[src/rtl/hazard_ctrl_if.sv]
// Hazard controller bundle: register-address/control fields coming from the
// pipeline registers and the stall/flush/forward controls going back to them.
// The master side is the pipeline datapath, the slave side is hazard_ctrl.
interface hazard_ctrl_if;
  logic [4:0] rs1D_i;
  logic [4:0] rs2D_i;
  logic [4:0] rs1E_i;
  logic [4:0] rs2E_i;
  logic [4:0] rdE_i;
  logic [1:0] result_srcE_i;
  logic       pc_srcE_i;
  logic [4:0] rdM_i;
  logic       reg_writeM_i;
  logic       mem_reqM_i;
  logic [4:0] rdW_i;
  logic       reg_writeW_i;

  logic       stallF_o;
  logic       stallD_o;
  logic       flushD_o;
  logic       stallE_o;
  logic       flushE_o;
  logic       stallM_o;
  logic       flushW_o;
  logic [1:0] forward_aE_o;
  logic [1:0] forward_bE_o;
  logic       busy_o;

  modport master (
    output rs1D_i, rs2D_i, rs1E_i, rs2E_i, rdE_i, result_srcE_i, pc_srcE_i,
           rdM_i, reg_writeM_i, mem_reqM_i, rdW_i, reg_writeW_i,
    input  stallF_o, stallD_o, flushD_o, stallE_o, flushE_o, stallM_o,
           flushW_o, forward_aE_o, forward_bE_o, busy_o
  );

  modport slave (
    input  rs1D_i, rs2D_i, rs1E_i, rs2E_i, rdE_i, result_srcE_i, pc_srcE_i,
           rdM_i, reg_writeM_i, mem_reqM_i, rdW_i, reg_writeW_i,
    output stallF_o, stallD_o, flushD_o, stallE_o, flushE_o, stallM_o,
           flushW_o, forward_aE_o, forward_bE_o, busy_o
  );
endinterface

[src/rtl/hazard_ctrl.sv]
// Pipeline hazard controller for the 5-stage core.
// Produces stall/flush enables for the F/D/E/M/W pipeline registers, the
// E-stage forwarding selects, and sequences fixed-latency data-memory waits.
// Optional build macro HAZARD_PERF_EN adds stall/branch-flush event counters.
module hazard_ctrl #(
  parameter int unsigned MEM_WAIT_CYCLES = 0,
  parameter int unsigned CNT_WIDTH       = 4
) (
  input  logic        clk_i,
  input  logic        rst_ni,
  hazard_ctrl_if.slave hz
`ifdef HAZARD_PERF_EN
  ,
  output logic [31:0] stall_cnt_o,
  output logic [31:0] flush_cnt_o
`endif
);

  typedef enum logic [1:0] {
    INIT = 2'd0,
    IDLE = 2'd1,
    WAIT = 2'd2
  } state_t;

  localparam logic                 MEM_WAIT_EN = (MEM_WAIT_CYCLES != 0);
  // The IDLE cycle that accepts the request is itself a stall cycle, so the
  // counter is loaded with one less than the total wait.
  localparam logic [CNT_WIDTH-1:0] WAIT_LOAD   =
    (MEM_WAIT_CYCLES != 0) ? CNT_WIDTH'(MEM_WAIT_CYCLES - 1) : '0;

  state_t               state;
  state_t               state_next;
  logic [CNT_WIDTH-1:0] cnt;
  logic [CNT_WIDTH-1:0] cnt_next;
  logic                 mem_stall;
  logic                 lw_stall;

  logic       stall_f;
  logic       stall_d;
  logic       flush_d;
  logic       stall_e;
  logic       flush_e;
  logic       stall_m;
  logic       flush_w;
  logic [1:0] fwd_a;
  logic [1:0] fwd_b;
  logic       busy;

  // M-stage result has priority over W; x0 is hardwired zero and never forwards.
  function automatic logic [1:0] fwd_sel(
    input logic [4:0] rs,
    input logic [4:0] rd_m,
    input logic       we_m,
    input logic [4:0] rd_w,
    input logic       we_w
  );
    logic [1:0] sel;
    sel = 2'b00;
    if (we_m && (rd_m != 5'd0) && (rd_m == rs)) begin
      sel = 2'b10;
    end else if (we_w && (rd_w != 5'd0) && (rd_w == rs)) begin
      sel = 2'b01;
    end
    return sel;
  endfunction

  // Memory-wait state register and counter, synchronous active-low reset.
  always_ff @(posedge clk_i) begin
    if (!rst_ni) begin
      state <= INIT;
      cnt   <= '0;
    end else begin
      state <= state_next;
      cnt   <= cnt_next;
    end
  end

  // Next-state logic for the memory wait sequencer and the resulting stall.
  always_comb begin
    state_next = state;
    cnt_next   = cnt;
    mem_stall  = 1'b0;
    unique case (state)
      INIT: begin
        state_next = IDLE;
      end
      IDLE: begin
        if (hz.mem_reqM_i && MEM_WAIT_EN) begin
          state_next = WAIT;
          cnt_next   = WAIT_LOAD;
          mem_stall  = 1'b1;
        end
      end
      WAIT: begin
        if (cnt != '0) begin
          mem_stall = 1'b1;
          cnt_next  = cnt - CNT_WIDTH'(1);
        end else begin
          state_next = IDLE;
        end
      end
      default: begin
        state_next = INIT;
      end
    endcase
  end

  // Load-use detection: a load in E whose destination is read by the op in D.
  always_comb begin
    lw_stall = (hz.result_srcE_i == 2'b01) && (hz.rdE_i != 5'd0) &&
               ((hz.rdE_i == hz.rs1D_i) || (hz.rdE_i == hz.rs2D_i));
  end

  // Output priority: reset, INIT, memory stall, redirect, load-use.
  always_comb begin
    stall_f = 1'b0;
    stall_d = 1'b0;
    flush_d = 1'b0;
    stall_e = 1'b0;
    flush_e = 1'b0;
    stall_m = 1'b0;
    flush_w = 1'b0;
    fwd_a   = 2'b00;
    fwd_b   = 2'b00;
    busy    = 1'b0;
    if (!rst_ni) begin
      flush_d = 1'b1;
      flush_e = 1'b1;
    end else begin
      fwd_a = fwd_sel(hz.rs1E_i, hz.rdM_i, hz.reg_writeM_i, hz.rdW_i, hz.reg_writeW_i);
      fwd_b = fwd_sel(hz.rs2E_i, hz.rdM_i, hz.reg_writeM_i, hz.rdW_i, hz.reg_writeW_i);
      busy  = (state == WAIT);
      if (state == INIT) begin
        flush_d = 1'b1;
        flush_e = 1'b1;
      end else if (mem_stall) begin
        // E is frozen, so branch and load-use decisions are simply re-made
        // once the wait releases.
        stall_f = 1'b1;
        stall_d = 1'b1;
        stall_e = 1'b1;
        stall_m = 1'b1;
        flush_w = 1'b1;
      end else if (hz.pc_srcE_i) begin
        flush_d = 1'b1;
        flush_e = 1'b1;
      end else if (lw_stall) begin
        stall_f = 1'b1;
        stall_d = 1'b1;
        flush_e = 1'b1;
      end
    end
  end

  assign hz.stallF_o     = stall_f;
  assign hz.stallD_o     = stall_d;
  assign hz.flushD_o     = flush_d;
  assign hz.stallE_o     = stall_e;
  assign hz.flushE_o     = flush_e;
  assign hz.stallM_o     = stall_m;
  assign hz.flushW_o     = flush_w;
  assign hz.forward_aE_o = fwd_a;
  assign hz.forward_bE_o = fwd_b;
  assign hz.busy_o       = busy;

`ifdef HAZARD_PERF_EN
  logic branch_flush;

  // A redirect flush counts only when it actually wins the priority chain.
  always_comb begin
    branch_flush = rst_ni && (state != INIT) && !mem_stall && hz.pc_srcE_i;
  end

  // Free-running event counters, cleared by reset and wrapping naturally.
  always_ff @(posedge clk_i) begin
    if (!rst_ni) begin
      stall_cnt_o <= '0;
      flush_cnt_o <= '0;
    end else begin
      if (stall_f) begin
        stall_cnt_o <= stall_cnt_o + 32'd1;
      end
      if (branch_flush) begin
        flush_cnt_o <= flush_cnt_o + 32'd1;
      end
    end
  end
`endif

endmodule

[src/flat_wrapper.sv]
// flat-port wrapper written by rule: the top's interface ports become plain ports
module hazard_ctrl_flat 
#(
  parameter int unsigned MEM_WAIT_CYCLES = 0,
  parameter int unsigned CNT_WIDTH       = 4
)
  (clk_i, rst_ni, hz_rs1D_i, hz_rs2D_i, hz_rs1E_i, hz_rs2E_i, hz_rdE_i, hz_result_srcE_i, hz_pc_srcE_i, hz_rdM_i, hz_reg_writeM_i, hz_mem_reqM_i, hz_rdW_i, hz_reg_writeW_i, hz_stallF_o, hz_stallD_o, hz_flushD_o, hz_stallE_o, hz_flushE_o, hz_stallM_o, hz_flushW_o, hz_forward_aE_o, hz_forward_bE_o, hz_busy_o);
  hazard_ctrl_if hz_i ();
  input  logic clk_i;
  input  logic rst_ni;
  input wire logic [$bits(hz_i.rs1D_i)-1:0] hz_rs1D_i;
  input wire logic [$bits(hz_i.rs2D_i)-1:0] hz_rs2D_i;
  input wire logic [$bits(hz_i.rs1E_i)-1:0] hz_rs1E_i;
  input wire logic [$bits(hz_i.rs2E_i)-1:0] hz_rs2E_i;
  input wire logic [$bits(hz_i.rdE_i)-1:0] hz_rdE_i;
  input wire logic [$bits(hz_i.result_srcE_i)-1:0] hz_result_srcE_i;
  input wire logic [$bits(hz_i.pc_srcE_i)-1:0] hz_pc_srcE_i;
  input wire logic [$bits(hz_i.rdM_i)-1:0] hz_rdM_i;
  input wire logic [$bits(hz_i.reg_writeM_i)-1:0] hz_reg_writeM_i;
  input wire logic [$bits(hz_i.mem_reqM_i)-1:0] hz_mem_reqM_i;
  input wire logic [$bits(hz_i.rdW_i)-1:0] hz_rdW_i;
  input wire logic [$bits(hz_i.reg_writeW_i)-1:0] hz_reg_writeW_i;
  output wire logic [$bits(hz_i.stallF_o)-1:0] hz_stallF_o;
  output wire logic [$bits(hz_i.stallD_o)-1:0] hz_stallD_o;
  output wire logic [$bits(hz_i.flushD_o)-1:0] hz_flushD_o;
  output wire logic [$bits(hz_i.stallE_o)-1:0] hz_stallE_o;
  output wire logic [$bits(hz_i.flushE_o)-1:0] hz_flushE_o;
  output wire logic [$bits(hz_i.stallM_o)-1:0] hz_stallM_o;
  output wire logic [$bits(hz_i.flushW_o)-1:0] hz_flushW_o;
  output wire logic [$bits(hz_i.forward_aE_o)-1:0] hz_forward_aE_o;
  output wire logic [$bits(hz_i.forward_bE_o)-1:0] hz_forward_bE_o;
  output wire logic [$bits(hz_i.busy_o)-1:0] hz_busy_o;
  assign hz_i.rs1D_i = hz_rs1D_i;
  assign hz_i.rs2D_i = hz_rs2D_i;
  assign hz_i.rs1E_i = hz_rs1E_i;
  assign hz_i.rs2E_i = hz_rs2E_i;
  assign hz_i.rdE_i = hz_rdE_i;
  assign hz_i.result_srcE_i = hz_result_srcE_i;
  assign hz_i.pc_srcE_i = hz_pc_srcE_i;
  assign hz_i.rdM_i = hz_rdM_i;
  assign hz_i.reg_writeM_i = hz_reg_writeM_i;
  assign hz_i.mem_reqM_i = hz_mem_reqM_i;
  assign hz_i.rdW_i = hz_rdW_i;
  assign hz_i.reg_writeW_i = hz_reg_writeW_i;
  assign hz_stallF_o = hz_i.stallF_o;
  assign hz_stallD_o = hz_i.stallD_o;
  assign hz_flushD_o = hz_i.flushD_o;
  assign hz_stallE_o = hz_i.stallE_o;
  assign hz_flushE_o = hz_i.flushE_o;
  assign hz_stallM_o = hz_i.stallM_o;
  assign hz_flushW_o = hz_i.flushW_o;
  assign hz_forward_aE_o = hz_i.forward_aE_o;
  assign hz_forward_bE_o = hz_i.forward_bE_o;
  assign hz_busy_o = hz_i.busy_o;
  hazard_ctrl #(.MEM_WAIT_CYCLES(MEM_WAIT_CYCLES), .CNT_WIDTH(CNT_WIDTH)) u_core (.clk_i(clk_i), .rst_ni(rst_ni), .hz(hz_i));
endmodule
[config.mk]
export PLATFORM = sky130hd
export DESIGN_NAME = hazard_ctrl_flat
export DESIGN_NICKNAME = d
export VERILOG_FILES = /design/src/rtl/hazard_ctrl_if.sv /design/src/rtl/hazard_ctrl.sv /design/src/flat_wrapper.sv
export SDC_FILE = /design/constraint.sdc
export NUM_CORES = 1
export LEC_CHECK = 0
export ABC_AREA = 1
export BUFFER_PORTS_ARGS = -buffer_cell sky130_fd_sc_hd__buf_2
export CAP_MARGIN = 20
export CORE_MARGIN = 2
export CORE_UTILIZATION = 39
export DETAILED_ROUTE_END_ITERATION = 12
export PLACE_DENSITY = 0.81
export SLEW_MARGIN = 20
export SYNTH_ARGS = -nofsm -noshare
export SYNTH_HDL_FRONTEND = slang
export SYNTH_SLANG_ARGS = --single-unit
[constraint.sdc]
create_clock -name clk_i -period 2.3 [get_ports clk_i]
set_input_delay 0.115 -clock clk_i [delete_from_list [all_inputs] [get_ports clk_i]]
set_output_delay 0.115 -clock clk_i [all_outputs]
set_load 0.005 [all_outputs]
==> results of run 1 <==
[power by group through the flow]
stage / Sequential (mW) / Combinational, mW / Clock [mW]
2_1_floorplan: 0.0188 / 0.0791 / 0
3_3_place_gp: 0.0188 / 0.132 / 0
3_5_place_dp: 0.0188 / 0.137 / 0
4_1_cts: 0.0188 / 0.138 / 0
5_1_grt: 0.0189 / 0.154 / 0
6_report: 0.0188 / 0.137 / 0
[layout by cell type (no fill, tap or decap), drive strengths merged]
cell     n
nor3     5
dfxtp    1
conb     4
nand3    8
xnor2   12
nand3b   1
o21ai    4
nand4    1
nor2    19
buf     49
inv     29
nand2   50
or2      2
[per-layer routing]
| metal | wire length, microns | vias to the layer above | part of all wire [%] |
|---|---|---|---|
| li1 | - | 493 | - |
| met1 | 677 | 369 | 39 |
| met2 | 921 | 40 | 53 |
| met3 | 128 | 0 | 7.4 |
| met4 | 0 | 0 | 0 |
| met5 | 0 | - | 0 |
[layout make-up]
| class | count | area share, % |
|---|---|---|
| Multi-Input combinational cell | 106 | 56.4 |
| Timing Repair Buffer | 49 | 27.1 |
| Inverter | 29 | 12.0 |
| Sequential cell | 1 | 2.21 |
| Tap cell | 16 | 2.21 |
[per-stage QoR]
stage	hold slack, ns	util, %	total power [mW]
floorplan	0.205	-	0.0979
global placement	0.261	58.0	0.151
detailed placement	0.260	58.0	0.156
CTS	0.261	58.0	0.156
global route	0.267	58.0	0.172
finish	0.259	58.0	0.156
[cells by family (layout without fill, tap and decap cells)]
logic type,Yosys count,in the layout,share of synthesized area [%]
other cells,1,4,0.560
xor+xnor,12,12,15.7
simple gates,86,86,55.3
compound gates,4,4,2.99
flops,1,1,2.99
buf+inv,35,78,22.4
[path summary, 6_finish.rpt]
check                            to  cells past startpoint  slack (ns)
max              hz_forward_aE_o[0]                      9        1.27
min    u_core.state[0]$_SDFFE_PN0N_                      1        0.26
==> metrics, run 1 <==
status=completed; Critical Path Most Common Cell=nand2_1; Leakage=0.598 nW; peak supply drop=0.0854 mV; footprint of the multi-input gates=510 sq um; crit path time final=1.03 ns; max incr delay on CP=0.19 ns; starting DRC count in detailed routing=7; Yosys reg bits=1; library cells used by synthesis=19; final WL=1.73 mm; setup violators final=0; # fillers=160; most common cell in the netlist=nand2_1; Initial Utilization=between 40% and 50%; slowest CP cell=nor3_1; GRT overflow=0; crit-path max FO=3; flip-flop and latch area=20.0 sq um; Final Max Tran Viols=0; WP buf/inv=4; max reg flops=1; RePlAce Congestion=0.853; Post-Place Setup Slack=1.26 ns; share of the synthesized area in the top cell type=26.9%; Most Crowded Layer GR=met2; Seq/Total Area, Yosys=2.99%; largest net degree at the start of global routing=6; Final HPWL DP=1.61 mm; worst setup margin=~1.3 ns; RSZ-0062 raised after global routing=false; Peak Freq=971 MHz; final net count=230; Cell Chain, Critical Path=buf_2 > nor3_1 > nand2_1 > nand2_1 > inv_1 > nand2_1 > inv_1 > nor2_1 > buf_2; Async SR Flop Fraction=0%; via count=902; Placed Area=between 900 and 1000 sq um; biggest regs=u_core.state x1; Post-Syn Instances=roughly 140; PortBufs=49; Layout area overhead=35.1%; critical path arrival=0.92 ns; GRT met2 Usage=38.0%; vias per cell=approximately 4.5; CP Launch Type=input pin; Hold-fix buffers, CTS=0; post-route ant nets=0; drt pass-1 iters=4; Flop pwr share=12.1%; share of layout cells above drive strength 1=35.1%; period utilization=44.8%; GR Util met1=15.3%; Resized Gates After CTS=0; fin area=905 sq um; Post-synth EDFFs=0; ys flop type=dfxtp_1; Synth Cell Area=669 sq um; Clock power frac=0%; crit path kind=input pin to output port; first-pass GRT wire length=2.69 mm; Inst Count DP=201; Warnings, synthesis=0; NetSw=72.7 uW; GRT Util Overall=16.5%; Mean Syn Cell Area=4.82 sq um; switch share=46.6%; final hold violation count=0; Worst setup startpoint=hz_rdM_i[3]; vias in the first global route=~770; Post-synth top cells=nand2_1, inv_1, nor2_1; largest register by flop count=u_core.state; setup TNS=0 ns; initial antenna violation count=0; DRC Markers=0; largest cells by area after synthesis=nand2_1, xnor2_1, inv_1; hold_sp=rst_ni; Ant. Diodes=0; area leader, netlist=nand2_1; IO Pins=55; delay-heaviest family, CP=simple AND/OR/NAND/NOR gates; postcts setup bufs=0; Pint=around 83 uW; cell area power density=roughly 170 nW/um^2; area of the die=2060 sq um; fin cells=201; met3 usage=0.397%; Worst Path Required=2.18 ns; Crit. End Element=output port; Worst Hold Class=input pin to register; WL per Instance=8.60 microns; Core ar.=1560 sq um; die width=45.4 microns; number of max-cap violations=0; Comb power frac=87.9%; Reg clk slew, reported paths=0 ns; die height=45.4 microns; FP Rows=14
Power figures use the tool's default switching activity.
==> run 2: changes to the inputs <==
--- a/config.mk
+++ b/config.mk
@@ -9,9 +9,9 @@
 export BUFFER_PORTS_ARGS = -buffer_cell sky130_fd_sc_hd__buf_2
 export CAP_MARGIN = 20
 export CORE_MARGIN = 2
-export CORE_UTILIZATION = 39
+export CORE_UTILIZATION = 35
 export DETAILED_ROUTE_END_ITERATION = 12
-export PLACE_DENSITY = 0.81
+export PLACE_DENSITY = 0.76
 export SLEW_MARGIN = 20
 export SYNTH_ARGS = -nofsm -noshare
 export SYNTH_HDL_FRONTEND = slang
==> constraint.sdc (replaced) <==
create_clock -name clk_i -period 0.9 [get_ports clk_i]
set_input_delay 0.045 -clock clk_i [delete_from_list [all_inputs] [get_ports clk_i]]
set_output_delay 0.045 -clock clk_i [all_outputs]
set_load 0.005 [all_outputs]
==> metrics, run 2 (same netlist as run 1, synthesis figures left out) <==
max incr delay on CP=about 0.12 ns; Reg clk slew, reported paths=0 ns; largest register by flop count=u_core.state; switch share=45.3%; Core ar.=1760 sq um; max reg flops=1; area of the die=2280 sq um; Final HPWL DP=1.67 mm; first-pass GRT wire length=just under 3 mm; status=completed; vias per cell=between 4 and 5; Clock power frac=0%; WP buf/inv=2; Post-Place Setup Slack=-0.0123 ns; worst setup margin=0.0128 ns; slowest CP cell=buf_2; Ant. Diodes=0; final net count=231; drt pass-1 iters=4; Cell Chain, Critical Path=buf_6 > nor2_2 > nor2_2 > nor2_1 > nand3_1 > nand2_1 > nand2_2 > nor2_2 > buf_2; WL per Instance=9.84 microns; crit path kind=input pin to output port; RSZ-0062 raised after global routing=true; NetSw=222 uW; Placed Area=~900 sq um; delay-heaviest family, CP=simple AND/OR/NAND/NOR gates; Leakage=around 0.65 nW; initial antenna violation count=0; GRT overflow=0; GRT Util Overall=roughly 17%; die height=between 40 and 50 microns; share of layout cells above drive strength 1=between 40 and 50%; crit-path max FO=2; fin area=1080 sq um; Critical Path Most Common Cell=nor2_2; via count=960; die width=47.7 microns; leading cell type in the layout, fill and taps excluded=nand2_1; crit path time final=0.887 ns; peak supply drop=around 0.23 mV; final WL=2.08 mm; vias in the first global route=just over 800; most frequent cells in the layout=nand2_1, buf_2, inv_1; Final Max Tran Viols=0; final hold violation count=0; Worst Hold Class=input pin to register; PortBufs=49; Flop pwr share=9.8%; number of max-cap violations=0; DRC Markers=0; Pint=268 uW; biggest regs=u_core.state x1; Comb power frac=90.2%; CP Launch Type=input pin; Layout area overhead=61.9%; Initial Utilization=about 38%; Worst Path Required=0.85 ns; cell area power density=452 nW/um^2; setup violators final=0; critical path arrival=~0.84 ns; period utilization=98.6%; RePlAce Congestion=0.831; Peak Freq=about 1100 MHz; IO Pins=55; Crit. End Element=output port; Hold-fix buffers, CTS=0; largest net degree at the start of global routing=6; FP Rows=15; starting DRC count in detailed routing=8; post-route ant nets=0
==> run 2: cell types whose count changed in the layout (fill, tap and decap cells not counted), moves of 5 or more <==
cell | before | now
buf_2 | 49 | 38
nand2_2 | 2 | 8
inv_4 | 0 | 5
buf_6 | 0 | 7
nand2_1 | 48 | 42
==> run 2: repair_timing <==
action | CTS | global route
setup buffers | 0 | 1
endpoints found under the setup margin | 2 | 7
resized for setup | 1 | 47
pin swaps | 0 | 36
==> run 2: power groups by stage <==
| stage | Combinational [mW] | Sequential [mW] | Clock [mW] |
|---|---|---|---|
| 3_5_place_dp | 0.353 | 0.0482 | 0 |
| 4_1_cts | 0.356 | 0.0482 | 0 |
| 5_1_grt | 0.493 | 0.0482 | 0 |
| 3_3_place_gp | 0.340 | 0.0481 | 0 |
| 6_report | 0.441 | 0.0481 | 0 |
| 2_1_floorplan | 0.204 | 0.0481 | 0 |
==> run 2: per-stage QoR <==
stage	std cells	hold slack [ns]	power (mW)	TNS, ns	utilization (%)
4_1_cts	210	0.191	0.404	0	52.5
3_3_place_gp	210	0.191	0.388	0	52.2
6_report	211	0.195	0.490	0	61.4
5_1_grt	211	0.204	0.541	-0.314	61.4
3_5_place_dp	210	0.191	0.401	-0.0210	52.2
2_1_floorplan	142	0.135	0.252	0	-
==> run 2: path summary, 6_finish.rpt <==
kind	slack (ns)	start	cells past startpoint	end
max	0.01	hz_rs1D_i[0]	9	hz_stallD_o
min	0.20	rst_ni	1	u_core.state[0]$_SDFFE_PN0N_
==> run 2: layer usage <==
layer	wire (microns)	global-route usage, %	part of all wire [%]
met1	751	18.0	36
met2	1180	36.5	57
met3	133	0	6.4
met4	14	1.08	0.67
met5	0	0	0
==> run 2: area by class of cell <==
class,instances,area [sq um]
Fill cell,186,681
Timing Repair Buffer,50,322
Tap cell,25,31.3
Inverter,29,121
Multi-Input combinational cell,106,589
Sequential cell,1,20.0
